==> src/rtl/alu_disp_pkg.sv <==
// Shared FSM state type and active-high seven-segment glyphs (bit 0 = a, bit 6 = g).
package alu_disp_pkg;

    typedef enum logic [1:0] {IDLE, CONV, DONE} state_e;

    localparam logic [6:0] SEG_0     = 7'b0111111;
    localparam logic [6:0] SEG_1     = 7'b0000110;
    localparam logic [6:0] SEG_2     = 7'b1011011;
    localparam logic [6:0] SEG_3     = 7'b1001111;
    localparam logic [6:0] SEG_4     = 7'b1100110;
    localparam logic [6:0] SEG_5     = 7'b1101101;
    localparam logic [6:0] SEG_6     = 7'b1111101;
    localparam logic [6:0] SEG_7     = 7'b0000111;
    localparam logic [6:0] SEG_8     = 7'b1111111;
    localparam logic [6:0] SEG_9     = 7'b1101111;
    localparam logic [6:0] SEG_BLANK = 7'b0000000;
    localparam logic [6:0] SEG_MINUS = 7'b1000000;
    localparam logic [6:0] SEG_E     = 7'b1111001;

    function automatic logic [6:0] seg_of(input logic [3:0] d);
        case (d)
            4'd0:    return SEG_0;
            4'd1:    return SEG_1;
            4'd2:    return SEG_2;
            4'd3:    return SEG_3;
            4'd4:    return SEG_4;
            4'd5:    return SEG_5;
            4'd6:    return SEG_6;
            4'd7:    return SEG_7;
            4'd8:    return SEG_8;
            4'd9:    return SEG_9;
            default: return SEG_BLANK;
        endcase
    endfunction

endpackage

==> src/rtl/bin2bcd_seq.sv <==
// Sequential 16-bit binary to 5-digit BCD converter (shift-add-3, one bit per cycle).
// done_o marks the last iteration; bcd_o then carries the final result combinationally.
module bin2bcd_seq (
    input  logic        clk,
    input  logic        reset,
    input  logic        start_i,
    input  logic [15:0] bin_i,
    output logic        busy_o,
    output logic        done_o,
    output logic [19:0] bcd_o
);

    logic [15:0] sh_q;
    logic [19:0] acc_q, acc_adj, acc_d;
    logic [3:0]  cnt_q;
    logic        busy_q;

    always_comb begin
        acc_adj = acc_q;
        for (int i = 0; i < 5; i++) begin
            if (acc_q[4*i +: 4] >= 4'd5)
                acc_adj[4*i +: 4] = acc_q[4*i +: 4] + 4'd3;
        end
        acc_d = {acc_adj[18:0], sh_q[15]};
    end

    always_ff @(posedge clk) begin
        if (reset) begin
            sh_q   <= '0;
            acc_q  <= '0;
            cnt_q  <= '0;
            busy_q <= 1'b0;
        end else if (start_i) begin
            sh_q   <= bin_i;
            acc_q  <= '0;
            cnt_q  <= '0;
            busy_q <= 1'b1;
        end else if (busy_q) begin
            acc_q <= acc_d;
            sh_q  <= {sh_q[14:0], 1'b0};
            cnt_q <= cnt_q + 4'd1;
            if (cnt_q == 4'd15)
                busy_q <= 1'b0;
        end
    end

    assign busy_o = busy_q;
    assign done_o = busy_q && (cnt_q == 4'd15);
    assign bcd_o  = acc_d;

endmodule

==> src/rtl/result_bcd_display.sv <==
// Captures a signed 16-bit result, converts its magnitude to BCD and scans it onto a
// 6-digit multiplexed seven-segment display (sign/error digit on index 5).
module result_bcd_display
    import alu_disp_pkg::*;
#(
    parameter int SCAN_DIV = 1000,
    parameter bit BLANK_LZ = 1'b1
) (
    input  logic        clk,
    input  logic        reset,
    input  logic        in_valid,
    output logic        in_ready,
    input  logic [31:0] in_sum,
    input  logic        in_overflow,
    output logic        done,
    output logic [19:0] bcd,
    output logic        neg,
    output logic        err,
    output logic [6:0]  seg,
    output logic [5:0]  digit_sel
);

    localparam int PW = (SCAN_DIV > 1) ? $clog2(SCAN_DIV) : 1;

    state_e          state_q, state_d;
    logic            in_ready_q, done_q, neg_q, err_q, sign_q, ovf_q;
    logic [19:0]     bcd_q;
    logic [PW-1:0]   pre_q;
    logic [2:0]      idx_q;
    logic [6:0]      seg_q, glyph;
    logic [5:0]      sel_q;

    logic [15:0]     s, mag;
    logic            accept, cv_busy, cv_done, unused_hi_bits;
    logic [19:0]     cv_bcd;
    logic [4:0][3:0] digs;
    logic [4:0]      zero_above;

    assign s              = in_sum[15:0];
    assign unused_hi_bits = ^in_sum[31:16];
    // 16 bits suffice: -32768 negates to 0x8000, which is 32768 read as unsigned.
    assign mag            = s[15] ? (~s + 16'd1) : s;
    assign accept         = in_valid && in_ready_q && (state_q == IDLE);

    bin2bcd_seq u_conv (
        .clk     (clk),
        .reset   (reset),
        .start_i (accept),
        .bin_i   (mag),
        .busy_o  (cv_busy),
        .done_o  (cv_done),
        .bcd_o   (cv_bcd)
    );

    always_comb begin
        state_d = state_q;
        case (state_q)
            IDLE:    if (accept) state_d = CONV;
            CONV:    if (cv_done && cv_busy) state_d = DONE;
            DONE:    state_d = IDLE;
            default: state_d = IDLE;
        endcase
    end

    always_ff @(posedge clk) begin
        if (reset) begin
            state_q    <= IDLE;
            in_ready_q <= 1'b0;
            done_q     <= 1'b0;
            bcd_q      <= '0;
            neg_q      <= 1'b0;
            err_q      <= 1'b0;
            sign_q     <= 1'b0;
            ovf_q      <= 1'b0;
        end else begin
            state_q    <= state_d;
            in_ready_q <= (state_d == IDLE);
            done_q     <= (state_d == DONE);
            if (accept) begin
                sign_q <= s[15];
                ovf_q  <= in_overflow;
            end
            // Display registers load on entry to DONE so done and the new value coincide.
            if (state_q == CONV && state_d == DONE) begin
                bcd_q <= cv_bcd;
                neg_q <= sign_q;
                err_q <= ovf_q;
            end
        end
    end

    always_comb begin
        digs          = bcd_q;
        zero_above[4] = (digs[4] == 4'd0);
        for (int k = 3; k >= 0; k--)
            zero_above[k] = zero_above[k+1] && (digs[k] == 4'd0);
        glyph = SEG_BLANK;
        if (idx_q == 3'd5) begin
            if (err_q)      glyph = SEG_E;
            else if (neg_q) glyph = SEG_MINUS;
        end else if (!(BLANK_LZ && idx_q != 3'd0 && zero_above[idx_q])) begin
            glyph = seg_of(digs[idx_q]);
        end
    end

    always_ff @(posedge clk) begin
        if (reset) begin
            pre_q <= '0;
            idx_q <= '0;
            seg_q <= '0;
            sel_q <= '0;
        end else begin
            if (pre_q == PW'(SCAN_DIV - 1)) begin
                pre_q <= '0;
                idx_q <= (idx_q == 3'd5) ? 3'd0 : idx_q + 3'd1;
            end else begin
                pre_q <= pre_q + 1'b1;
            end
            seg_q <= glyph;
            sel_q <= 6'b000001 << idx_q;
        end
    end

    assign in_ready  = in_ready_q;
    assign done      = done_q;
    assign bcd       = bcd_q;
    assign neg       = neg_q;
    assign err       = err_q;
    assign seg       = seg_q;
    assign digit_sel = sel_q;

endmodule

==> config.mk <==
export PLATFORM = sky130hd
export DESIGN_NAME = result_bcd_display
export DESIGN_NICKNAME = d
export VERILOG_FILES = /design/src/rtl/alu_disp_pkg.sv /design/src/rtl/bin2bcd_seq.sv /design/src/rtl/result_bcd_display.sv
export SDC_FILE = /design/constraint.sdc
export NUM_CORES = 1
export LEC_CHECK = 0
export ABC_CLOCK_PERIOD_IN_PS = 2050
export CORE_MARGIN = 4
export CORE_UTILIZATION = 42
export CTS_CLUSTER_SIZE = 30
export DETAILED_ROUTE_END_ITERATION = 16
export HOLD_SLACK_MARGIN = 0.06
export PLACE_DENSITY = 0.72
export SLEW_MARGIN = 20
export SYNTH_ARGS = -nofsm -noshare
export SYNTH_HDL_FRONTEND = slang
export SYNTH_HIERARCHICAL = 1
export SYNTH_SLANG_ARGS = --single-unit
export TNS_END_PERCENT = 100
==> constraint.sdc <==
create_clock -name clk -period 2.05 [get_ports clk]
set_clock_uncertainty 0.05 [all_clocks]
set_input_delay 0.3075 -clock clk [delete_from_list [all_inputs] [get_ports clk]]
set_output_delay 0.3075 -clock clk [all_outputs]
set_load 0.02 [all_outputs]
=== Word-level counts from Yosys, hierarchy flattened ===
Memory sizes are Yosys's and may differ from the RTL's.
Index checks and enable logic that the tools add are counted.

* Add/subtract/negate cells: 9
* $mul: 0
* Div/mod/pow operators: 0
* $lt $le $gt $ge: 6
* Eq/ne operators: 5
* Shift operators: 1
* Muxes and demuxes: 23
* Bitwise logic cells: 1
* Reductions and logical operators: 21

{| class="wikitable"
|+ Operators by type and width
! operator !! count
|-
| $mux 16 || 3
|-
| $mux 7 || 4
|-
| $ge 4x3->1 const B || 5
|-
| $logic_not 4->1 || 5
|-
| $mux 4 || 5
|-
| $add 16x1->16 const B || 1
|-
| $add 4x2->4 const B || 4
|-
| $not 16->16 || 1
|-
| $bmux 4 s3 || 1
|-
| $add 10x1->10 const B || 1
|-
| $eq 10x10->1 const B || 1
|-
| $logic_and 1x1->1 || 10
|-
| $mux 3 || 2
|-
| $shl 1x3->6 const A || 1
|-
| $add 4x1->4 const B || 1
|-
| $eq 4x4->1 const B || 1
|-
| $logic_not 2->1 || 2
|-
| $lt 3x4->1 const B || 1
|-
| $mux 1 || 4
|-
| $mux 2 || 2
|-
| $pmux 2 s2 || 1
|-
| $reduce_or 2->1 || 2
|-
| $add 3x1->3 const B || 1
|-
| $add 3x2->3 const B || 1
|-
| other kinds (6) || 6
|}

* Register bits after elaboration: 95
* Latch bits: 0
* Memory bits (writable): 0
* Memory bits (read-only): 112
* Input bits: 36
* Output and inout port bits: 37
* Logic and storage cells: 83
* Memories kept: 1

{| class="wikitable"
|+ Memories
! memory !! words !! width !! read ports !! clocked after memory_dff !! write ports !! line !! RTL
|-
| (no name shown) || 16 || 7 || 1 || 0 || 0 || alu_disp_pkg.sv:21 || <nowiki>case (d)</nowiki>
|}

=== Logic depth before layout (Yosys ltp) ===
Gate-level depths: netlist (run 1).

* Word-level depth: 10
* Depth in mapped cells: 11
* Depth with buffers taken out: 10

=== Hierarchy ===
The synthesis (run 1) kept the hierarchy.

{| class="wikitable"
|+ By module, submodules not included
! module !! times used !! cells each !! area each (µm²) !! sequential area each (µm²)
|-
| result_bcd_display || 1 || 326 || 2653.8 || 1081.0
|-
| bin2bcd_seq || 1 || 276 || 2202.1 || 820.8
|}

=== Worst setup path after synthesis (run 1) ===
OpenSTA, ideal clock, no wires.

* Path type: register to register
* Start point: register idx_q[0]
* End point: register seg_q[5] (netlist: seg[5])
* Library setup time: 0.087 ns
* Arrival time: 2.017 ns
* Required time: 1.913 ns
* Path slack: -0.104 ns
* Cell stages (with the launch flop): 12
* Path buffers: 1
* Clock period less this slack: 2.154 ns
* Path through: dfxtp_1 buf_4 mux4_2 inv_1 o21a_1 inv_1 ha_1 nor3b_1 nor4_1 o22ai_1 a31oi_1 o31ai_1

* Cells in the longest elaborated chain, start to end: 5
* Elaborated cells between the ends (all ways): 10
* Classes of those cells: eq/ne (1); mux (6); reduce/logical (2); memory (1)

{| class="wikitable"
|+ RTL lines
! item !! line !! RTL
|-
| start: declaration || result_bcd_display.sv:29 || <nowiki>logic [2:0] idx_q;</nowiki>
|-
| start signal: assignment || result_bcd_display.sv:115 || <nowiki>idx_q <= (idx_q == 3'd5) ? 3'd0 : idx_q + 3'd1;</nowiki>
|-
| $bmux 4 s3 / $bmux 1 s3 (equally long branches) || result_bcd_display.sv:102, result_bcd_display.sv:101 ||
|-
| $mux 4 (implied by the code) / $mux 1 (equally long branches) || result_bcd_display.sv:102, result_bcd_display.sv:101 ||
|-
| $mem_v2 16x7 / $logic_and 1x1->1 (equally long branches) || -- ||
|-
| $mux 7 || result_bcd_display.sv:101 || <nowiki>end else if (!(BLANK_LZ && idx_q != 3'd0 && zero_above[idx_q])) begin</nowiki>
|-
| $mux 7 * || result_bcd_display.sv:98 || <nowiki>if (idx_q == 3'd5) begin</nowiki>
|-
| end signal: assignment || result_bcd_display.sv:119 || <nowiki>seg_q <= glyph;</nowiki>
|-
| end: declaration || result_bcd_display.sv:30 || <nowiki>logic [6:0] seg_q, glyph;</nowiki>
|}

Every way passes the cells marked *; elsewhere a longest branch is shown, timed or not. The select of a mux whose other input is x is not followed.
A chain may end at the register's enable or synchronous reset.

=== Worst setup path after layout (run 1) ===
Ends and elaborated chain as after synthesis.

==> results of run 1 <==
-- worst paths after layout --
check	startpoint	to	slack [ps]	depth (start not counted)
hold reg to reg	pre_q[0]	pre_q[0]	390	1
setup / recovery	idx_q[0]	seg[5]	-30	9
setup reg to reg	idx_q[0]	seg[5]	-30	9
hold / removal	reset	state_q[0]	240	2
-- state kept, by name, indices dropped and copies added (netlist names) --
| register | count |
|---|---|
| err | 1 |
| in_ready | 1 |
| sign_q | 1 |
| bcd | 20 |
| neg | 1 |
| u_conv/cnt_q | 4 |
| idx_q | 3 |
| u_conv/busy_o | 1 |
| state_q | 2 |
| u_conv/acc_q | 20 |
| pre_q | 10 |
| ovf_q | 1 |
| digit_sel | 6 |
| u_conv/sh_q | 16 |
| seg | 7 |
| done | 1 |
-- kinds of logic after synthesis --
logic type                 after synthesis
AOI/OAI and AO/OA                      130
adders and majority gates               17
DFF                                     95
xor gates and xnor gates                29
buffers and inverters                   57
and+or+nand+nor                        240
muxes                                   34
-- report_power, final --
group          switching (uW)  total, uW  internal (uW)
Sequential               48.7       1950           1900
Combinational             249        461            212
Clock                     702       1720           1020
-- repair_timing --
action                     in CTS  in global routing
resized for setup               5                  9
pin swaps                       5                  4
setup buffers                   1                  1
setup endpoints to repair       2                  5
-- critical path, stage by stage, from the launching register on --
cell	delay (ps)
dfxtp_2	330
buf_4	170
or2_1	260
o221ai_4	260
ha_4	220
nor3_2	50
nor4_2	300
o22ai_1	100
a31oi_1	150
o31ai_1	80
-- stage by stage --
stage	area (sq um)	hold WS [ps]	utilization (%)
after floorplan	4890	357	-
after global placement	5780	371	50.8
after detailed placement	5780	379	50.8
after CTS	6110	231	53.7
after global routing	6150	250	54.1
final	6150	242	54.1
-- cell type report --
class                      count  area (sq um)
fill                        1042          5220
multi-input combinational    450          2770
sequential                    95          1910
timing repair buffer          97           901
clock buffer                  12           256
tap                          143           179
inverter                      23          86.3
clock inverter                 4          53.8
-- routing by layer --
layer / vias to the layer above / share of wire, % / routed length [um] / global-route usage, %
met5: - / 0 / 0 / 0
met4: 0 / 0.78 / 90 / 3.76
met3: 12 / 4.7 / 543 / 4.23
met2: 92 / 50 / 5780 / 30.5
met1: 2116 / 44 / 5100 / 22.4
li1: 2212 / - / - / -
-- cells in the final DEF, fill, tap and decap left out, types with 4 or more instances in the layout --
cell | netlist | routed
nand3_1 | 10 | 10
mux2i_1 | 32 | 30
nand2_1 | 82 | 82
a31oi_1 | 5 | 5
nor2_1 | 86 | 85
nand2b_1 | 7 | 7
a21o_1 | 6 | 6
dfxtp_1 | 95 | 92
xor2_1 | 5 | 5
o21a_1 | 5 | 5
o21ai_1 | 4 | 5
ha_1 | 17 | 16
xnor2_1 | 24 | 24
a21oi_1 | 63 | 62
o21ai_0 | 20 | 19
buf_4 | 5 | 38
a311oi_1 | 5 | 5
clkdlybuf4s50_1 | 0 | 55
nand4_1 | 4 | 4
a31o_2 | 4 | 4
nor2b_1 | 9 | 9
nor3_1 | 16 | 14
inv_1 | 21 | 19
nor4_1 | 6 | 5
o31ai_1 | 6 | 6
clkbuf_16 | 0 | 9
==> metrics.yaml, run 1 <==
synth:
  ys_ff_latch: 95
  synthXorXnorAreaFrac_pct: 5.23
  yosysUniqueCellTypes: 56
  synthAdderAreaFrac_pct: 4.38
  synth.most_common_cell: "dfxtp_1"
  synth_compound_area_share_pct: 16.2
  netlist_area_sq_um: 4860
  synth_nets: 655
  synthTopCellsByArea: "dfxtp_1 (39%), nor2_1 (6.6%), mux2i_1 (6.6%)"
  synthArstFlopShare_pct: 0
  synth_top_family_by_area: "simple AND/OR/NAND/NOR gates"
  ys.flop_type: "dfxtp_1"
  syn_inst: 602
  synth_edf_count: 0
  synthTopCellsByCount: "dfxtp_1 (95), nor2_1 (86), nand2_1 (82)"
  synthSimpleGateAreaFrac_pct: 22.2
  synth_area_leader_cell: "dfxtp_1"
  synth.mux.area_fraction_pct: 7.34
  synth.avg_cell_area_sq_um: 8.07
  synth_top_area_share_pct: 39.2
  synth_seq_area_share_pct: 39.2
  yosys_warnings: 6
worst_setup_path:
  worstPathArrival_ps: 2250
  path_max_fanout: 8
  end_kind: "flip-flop"
  required_ps: 2220
  start_kind: "flip-flop"
  criticalPathCategory: "reg2reg"
flow_run:
  maxCapViolCount: 0
placement:
  hpwl_um: 8550
  gp_congestion: 0.831
  place_inst: 806
  dp_slack_ps: -105
  io_buffer_count: 56
timing:
  maxSlewViolCount: 0
  rsz0062_at_grt: "true"
  min_period_ps: 2080
  setup_slack_ps: -31.1
  relSlewSlack_pct: 65.2
  setup_tns_ps: -40.5
  setup_viol: 2
  finalCritPeriodShare_pct: 102
  hold_viol_final: 0
  max_freq_mhz: 481
  tightestPinTransition_ps: 520
clock_network:
  clock_latency_ps: 340
  cts.path.max_buffers: 2
  htree_levels: 3
  clock-sinks: 95
  holdBufCountCts: 0
  cts_buffers: 9
  cts_root_buf: "clkbuf_16"
  clkTransAtPathRegs_ps: 70
  cts_tree: "yes"
routing:
  drtPass1Iterations: 4
  drt-wirelength-per-cell_um: 14.0
  drt-total-wl_um: 11500
  initialDrtViolationCount: 280
  final_antenna_net_count: 0
  via_count: 4432
  via_per_inst: 5.38
  post-route-drc-count: 0
floorplanning:
  die_w_um: 116
  ios: 73
  dieArea_sq_um: 13300
  start_util_pct: 42.7
  die_y_um: 116
  core_region_area_sq_um: 11400
  core.rowCount: 39
grt:
  grt_max_degree: 34
  grt_antenna_before_repair: 0
  gr-total-overflow: 0
  grt_pass1_wl_um: 19500
  grt_pass1_vias: 4359
  grt_usage_pct: 17.6
hold_path:
  hp-class: "in2reg"
cells_and_area:
  num_antenna_cells: 0
  area_growth_pct: 26.7
  stdcell_count: 824
  drive_gt1_share_pct: 12.6
  final_net_count: 729
power:
  leakage_uw: 0.00233
  powerDensity_nw_per_um2: 671
  total_power_uw: 4130
  peakVddDrop_mv: 0.459
status:
  violations: "setup timing"
  status: "finished with violations"
Power figures use the tool's default switching activity.
==> run 2: changes to the inputs <==
--- a/config.mk
+++ b/config.mk
@@ -5,13 +5,12 @@
 export SDC_FILE = /design/constraint.sdc
 export NUM_CORES = 1
 export LEC_CHECK = 0
-export ABC_CLOCK_PERIOD_IN_PS = 2050
 export CORE_MARGIN = 4
-export CORE_UTILIZATION = 42
+export CORE_UTILIZATION = 47
 export CTS_CLUSTER_SIZE = 30
 export DETAILED_ROUTE_END_ITERATION = 16
 export HOLD_SLACK_MARGIN = 0.06
-export PLACE_DENSITY = 0.72
+export PLACE_DENSITY = 0.79
 export SLEW_MARGIN = 20
 export SYNTH_ARGS = -nofsm -noshare
 export SYNTH_HDL_FRONTEND = slang
==> run 2 against run 1 <==
  * The flow still finishes with violations (setup timing)
  * Sequential power barely moved
  * Power fell by 15%
  * Register-to-register slack gained 20 ps
  * Largest cell class unchanged
  * Clock power is 35% lower
  * Largest power group unchanged
  * Combinational power is 2% lower
  * Die area shrank 9.9%
  * Critical path depth is 1 higher
  * Critical endpoint unchanged
  * Global-route usage increased by 1.5 points
  * Maximum frequency is 1.0% higher
  * Design area fell by 2.8%
  * Utilization rose by 6.2 points
  * Count of clock-buffer cells in the layout is 1 lower
==> metrics.yaml, run 2 (same netlist as run 1, synthesis figures left out) <==
floorplanning:
  dieArea_sq_um: 12000  # -9.9%
  core_region_area_sq_um: 9910  # -13%
  die_w_um: 110  # -5.1%
  core.rowCount: 36  # -7.7%
  die_y_um: 110  # -5.1%
  ios: 73  # unchanged
  start_util_pct: 49.0  # +6.3 points
clock_network:
  clock_latency_ps: 350  # about the same
  postCtsSetupRepairBufs: 0  # -1
  clock-sinks: 95  # unchanged
  cts_buffers: 9  # unchanged
  htree_levels: 3  # unchanged
  cts.path.max_buffers: 2  # unchanged
  cts_tree: "yes"
  cts_root_buf: "clkbuf_8"
  clkTransAtPathRegs_ps: 90  # +20 ps
placement:
  hpwl_um: 8330  # -2.6%
  gp_congestion: 0.874  # +5.1%
  placed_cell_area_sq_um: 5770  # -0.17%
  io_buffer_count: 56  # unchanged
grt:
  gr-total-overflow: 0  # unchanged
  grt_pass1_wl_um: 18900  # -3.5%
  grt_antenna_before_repair: 0  # unchanged
  grt_pass1_vias: 4283  # -1.7%
  grt_max_degree: 37  # +8.8%
  grt_usage_pct: 19.1  # +1.5 points
worst_setup_path:
  cp_cell_sequence: "mux4_2 > inv_2 > o21a_1 > inv_2 > ha_4 > nor3b_2 > nor4_2 > o22ai_1 > a31oi_1 > o31ai_1"
  path_max_fanout: 3  # -5
  r2r_end: "seg[5]"
  required_ps: 2270  # +50 ps
  worstPathArrival_ps: 2280  # +30 ps
  end_kind: "flip-flop"
  crit_slowest_cell: "mux4_2"
  cp_common_cell: "inv_2"
  critical-path-max-stage-delay_ps: 520  # +190 ps
  path_buf_inv: 2  # +1
  rrSetupSlack_ps: -10  # +20 ps
  crit_end: "seg[5]"
  reg2reg_depth: 10  # +1
  criticalPathCategory: "reg2reg"
  reg2reg_from: "idx_q[0]"
  start_kind: "flip-flop"
  worstSetupStartpoint: "idx_q[0]"
  cp.depth: 10  # +1
  critical-path-top-delay-family: "multiplexers"
power:
  peakVddDrop_mv: 0.423  # -8.0%
  total_power_uw: 3510  # -15%
  powerDensity_nw_per_um2: 588  # -12%
  leakage_uw: 0.00228  # -2.2%
timing:
  setup_slack_ps: -9.69  # +21.4 ps
  min_period_ps: 2060  # -21.4 ps
  hold_viol_final: 0  # unchanged
  tightestPinTransition_ps: 516  # -4.59 ps
  relSlewSlack_pct: 65.5  # +0.31 points
  max_freq_mhz: 486  # +1.0%
  setup_viol: 1  # -1
  maxSlewViolCount: 0  # unchanged
  finalCritPeriodShare_pct: 100  # -1.0 points
  rsz0062_at_grt: "true"
routing:
  drt-total-wl_um: 11000  # -4.7%
  drt-wirelength-per-cell_um: 13.5  # -3.6%
  via_per_inst: 5.38  # about the same
  initialDrtViolationCount: 278  # -0.71%
  via_count: 4376  # -1.3%
  final_antenna_net_count: 0  # unchanged
  drtPass1Iterations: 5  # +1
  post-route-drc-count: 0  # unchanged
hold_path:
  min_from: "reset"
  hp-class: "in2reg"
cells_and_area:
  area_growth_pct: 23.1
  final_cell_mix: "dfxtp_1 (92), nor2_1 (84), nand2_1 (82)"
  post-route-cell-area_sq_um: 5980  # -2.8%
  drive_gt1_share_pct: 12.3  # -0.29 points
  num_antenna_cells: 0  # unchanged
  final_net_count: 729  # unchanged
  final_common_cell: "dfxtp_1"
status:
  violations: "setup timing"
  status: "finished with violations"
flow_run:
  maxCapViolCount: 0  # unchanged
## run 2: cell count changes in the layout (fill, tap and decap cells not counted), sizes merged
cell / before / now
bufinv: 1 / 0
clkbuf: 12 / 11
inv: 22 / 23
clkinvlp: 2 / 0
clkinv: 2 / 5
## run 2: worst min path at each step
stage              endpoint  slack [ps]  depth (start not counted)
2_1_floorplan  digit_sel[5]         360                          1
3_3_place_gp       pre_q[0]         370                          1
3_5_place_dp       pre_q[0]         390                          1
4_1_cts            pre_q[4]         250                          2
5_1_grt            pre_q[4]         260                          2
6_report           pre_q[4]         260                          2
## run 2: metrics by stage
stage	util [%]	cells	setup TNS, ps	hold slack, ps	worst slack, ps
finish	60.3	814	-9.69	260	-9.69
global route	60.3	814	-440	264	-119
CTS	60.0	814	-10.7	245	-10.7
detailed placement	58.2	798	-586	386	-133
global placement	58.2	798	-238	371	-79.4
floorplan	-	602	0	357	17.4
## run 2: what timing repair did
action,CTS,global route
setup endpoints to repair,4,9
gates resized for setup,3,7
hold buffers,0,0
pin swaps,1,0
## run 2: power by group
group	internal (uW)	switching, uW	total (uW)	leakage (uW)
registers	1900	47.9	1950	0.000773
clock network	476	635	1110	0.0000935
logic	205	249	454	0.00141
## run 2: per-layer routing
layer | track usage (%) | up-vias | part of all wire (%)
met5 | 0 | - | 0
met4 | 6.50 | 0 | 1.1
met3 | 2.58 | 16 | 5.1
met2 | 33.2 | 103 | 49
met1 | 24.4 | 2040 | 45
li1 | - | 2217 | -
## run 2: layout make-up
class | instances | area (sq um)
fill | 852 | 3930
multi-input combinational | 450 | 2750
sequential | 95 | 1910
timing repair buffer | 97 | 888
tap | 133 | 166
clock buffer | 11 | 141
inverter | 23 | 86.3
clock inverter | 5 | 32.5
==> run 3: changes to the inputs <==
--- a/config.mk
+++ b/config.mk
@@ -11,6 +11,8 @@
 export DETAILED_ROUTE_END_ITERATION = 16
 export HOLD_SLACK_MARGIN = 0.06
 export PLACE_DENSITY = 0.79
+export REMOVE_ABC_BUFFERS = 1
+export SKIP_LAST_GASP = 1
 export SLEW_MARGIN = 20
 export SYNTH_ARGS = -nofsm -noshare
 export SYNTH_HDL_FRONTEND = slang
==> run 3 against run 2 <==
  * The flow still finishes with violations (setup timing)
  * Combinational power is 4.8% higher
  * Design area is 0.71% higher
  * Routed wire length is 2.9% higher
  * First-iteration DRC count is 24% lower
  * Sequential share of layout area is 0.23 points lower
  * Critical path type unchanged
  * Highest routed layer unchanged
==> metrics.yaml, run 3 (same netlist as run 1, synthesis figures left out) <==
cells_and_area:
  final_util_pct: 60.7  # +0.43 points
  final_common_cell: "dfxtp_1"
  final_cell_mix: "dfxtp_1 (92), nor2_1 (84), nand2_1 (82)"
  num_antenna_cells: 0  # unchanged
  drive_gt1_share_pct: 12.5  # +0.18 points
  area_growth_pct: 23.9
  final_net_count: 727  # -0.27%
placement:
  io_buffer_count: 56  # unchanged
  hpwl_um: 8260  # -0.76%
  gp_congestion: 0.891  # +2.0%
floorplanning:
  die_y_um: 110  # unchanged
  ios: 73  # unchanged
  die_w_um: 110  # unchanged
  start_util_pct: 49.0  # unchanged
  dieArea_sq_um: 12000  # unchanged
  core.rowCount: 36  # unchanged
  core_region_area_sq_um: 9910  # unchanged
grt:
  grt_pass1_wl_um: 18900  # unchanged
  grt_usage_pct: 19.5  # +0.38 points
  gr-total-overflow: 0  # unchanged
  grt_max_degree: 37  # unchanged
  grt_antenna_before_repair: 0  # unchanged
  grt_pass1_vias: 4196  # -2.0%
timing:
  hold_viol_final: 0  # unchanged
  max_freq_mhz: 481  # -0.85%
  tightestPinTransition_ps: 533  # +17.5 ps
  min_period_ps: 2080  # +17.7 ps
  maxSlewViolCount: 0  # unchanged
  setup_viol: 1  # unchanged
  relSlewSlack_pct: 63.4  # -2.1 points
  rsz0062_at_grt: "true"
  setup_slack_ps: -27.4  # -17.7 ps
  fin_hold_ws_ps: 260  # +0.518 ps
  setup_tns_ps: -27.4  # -17.7 ps
  finalCritPeriodShare_pct: 101  # +0.86 points
status:
  violations: "setup timing"
  status: "finished with violations"
power:
  powerDensity_nw_per_um2: 626  # +6.5%
  total_power_uw: 3770  # +7.2%
  leakage_uw: 0.00227  # -0.18%
  peakVddDrop_mv: 0.402  # -5.0%
worst_setup_path:
  worstSetupStartpoint: "idx_q[0]"
  end_kind: "flip-flop"
  reg2reg_from: "idx_q[0]"
  required_ps: 2270  # about the same
  start_kind: "flip-flop"
  path_max_fanout: 3  # unchanged
  worstPathArrival_ps: 2300  # +20 ps
  criticalPathCategory: "reg2reg"
clock_network:
  cts_tree: "yes"
  cts_root_buf: "clkbuf_8"
  clkTransAtPathRegs_ps: 90  # about the same
  clock_latency_ps: 360  # about the same
  cts.path.max_buffers: 2  # unchanged
  htree_levels: 3  # unchanged
  cts_buffers: 9  # unchanged
  clock-sinks: 95  # unchanged
routing:
  drtPass1Iterations: 5  # unchanged
  initialDrtViolationCount: 210  # -24%
  drt-wirelength-per-cell_um: 13.9  # +3.1%
  post-route-drc-count: 0  # unchanged
  final_antenna_net_count: 0  # unchanged
  via_count: 4443  # +1.5%
  drt-total-wl_um: 11300  # +2.9%
  via_per_inst: 5.47  # +1.8%
hold_path:
  min_from: "reset"
  hp-class: "in2reg"
flow_run:
  maxCapViolCount: 0  # unchanged
run 3: cell count changes in the layout (fill, tap and decap cells not counted), moves of 2 or more:
cell / change
buf_4: -4
bufinv_16: +2
clkinv_2: -2
clkinvlp_4: +3
run 3: layer usage:
metal | routed length, um | track usage [%]
met1 | 4710 | 23.5
met2 | 5690 | 34.5
met4 | 259 | 8.19
met5 | 0 | 0
met3 | 623 | 2.99
run 3: what timing repair did:
| action | 4_1_cts | 5_1_grt |
|---|---|---|
| gates resized for setup | 8 | 10 |
| pin swaps | 6 | 2 |
| hold buffers | 0 | 0 |
| buffers inserted | 0 | 1 |
| gates cloned | 0 | 0 |
| setup endpoints to repair | 1 | 8 |
run 3: path summary, 6_finish.rpt:
path | end | cells after the start | slack [ps]
hold / removal | u_conv/sh_q[11] | 2 | 260
setup reg to reg | seg[5] | 10 | -30
hold reg to reg | pre_q[0] | 1 | 400
setup / recovery | seg[5] | 10 | -30
run 3: report_power, final:
group / leakage, uW / switching, uW / internal (uW)
clock network: 0.000102 / 660 / 689
registers: 0.000773 / 41.9 / 1900
logic: 0.00140 / 257 / 219
total: 0.00227 / 959 / 2810
run 3: critical path, cell delays in order, from the launching register on:
cell,delay [ps]
dfxtp_2,360
mux4_2,520
inv_2,70
o21a_1,140
inv_2,60
ha_4,170
nor3_4,190
nor4_2,70
o22ai_1,110
a31oi_1,60
o31ai_1,190
run 3: through the flow:
| stage | instances | cell area, sq um | setup WS [ps] |
|---|---|---|---|
| 2_1_floorplan | 568 | 4670 | -1620 |
| 3_3_place_gp | 795 | 5730 | -88.0 |
| 5_1_grt | 812 | 6020 | -95.8 |
| 6_report | 812 | 6020 | -27.4 |
| 3_5_place_dp | 795 | 5730 | -187 |
| 4_1_cts | 811 | 5970 | 8.79 |
run 3: layout make-up:
cell class	count	area [sq um]
clock buffer	9	124
timing repair buffer	95	890
clock inverter	7	96.3
sequential	95	1910
inverter	23	86.3
multi-input combinational	450	2750
fill	864	3890
tap	133	166
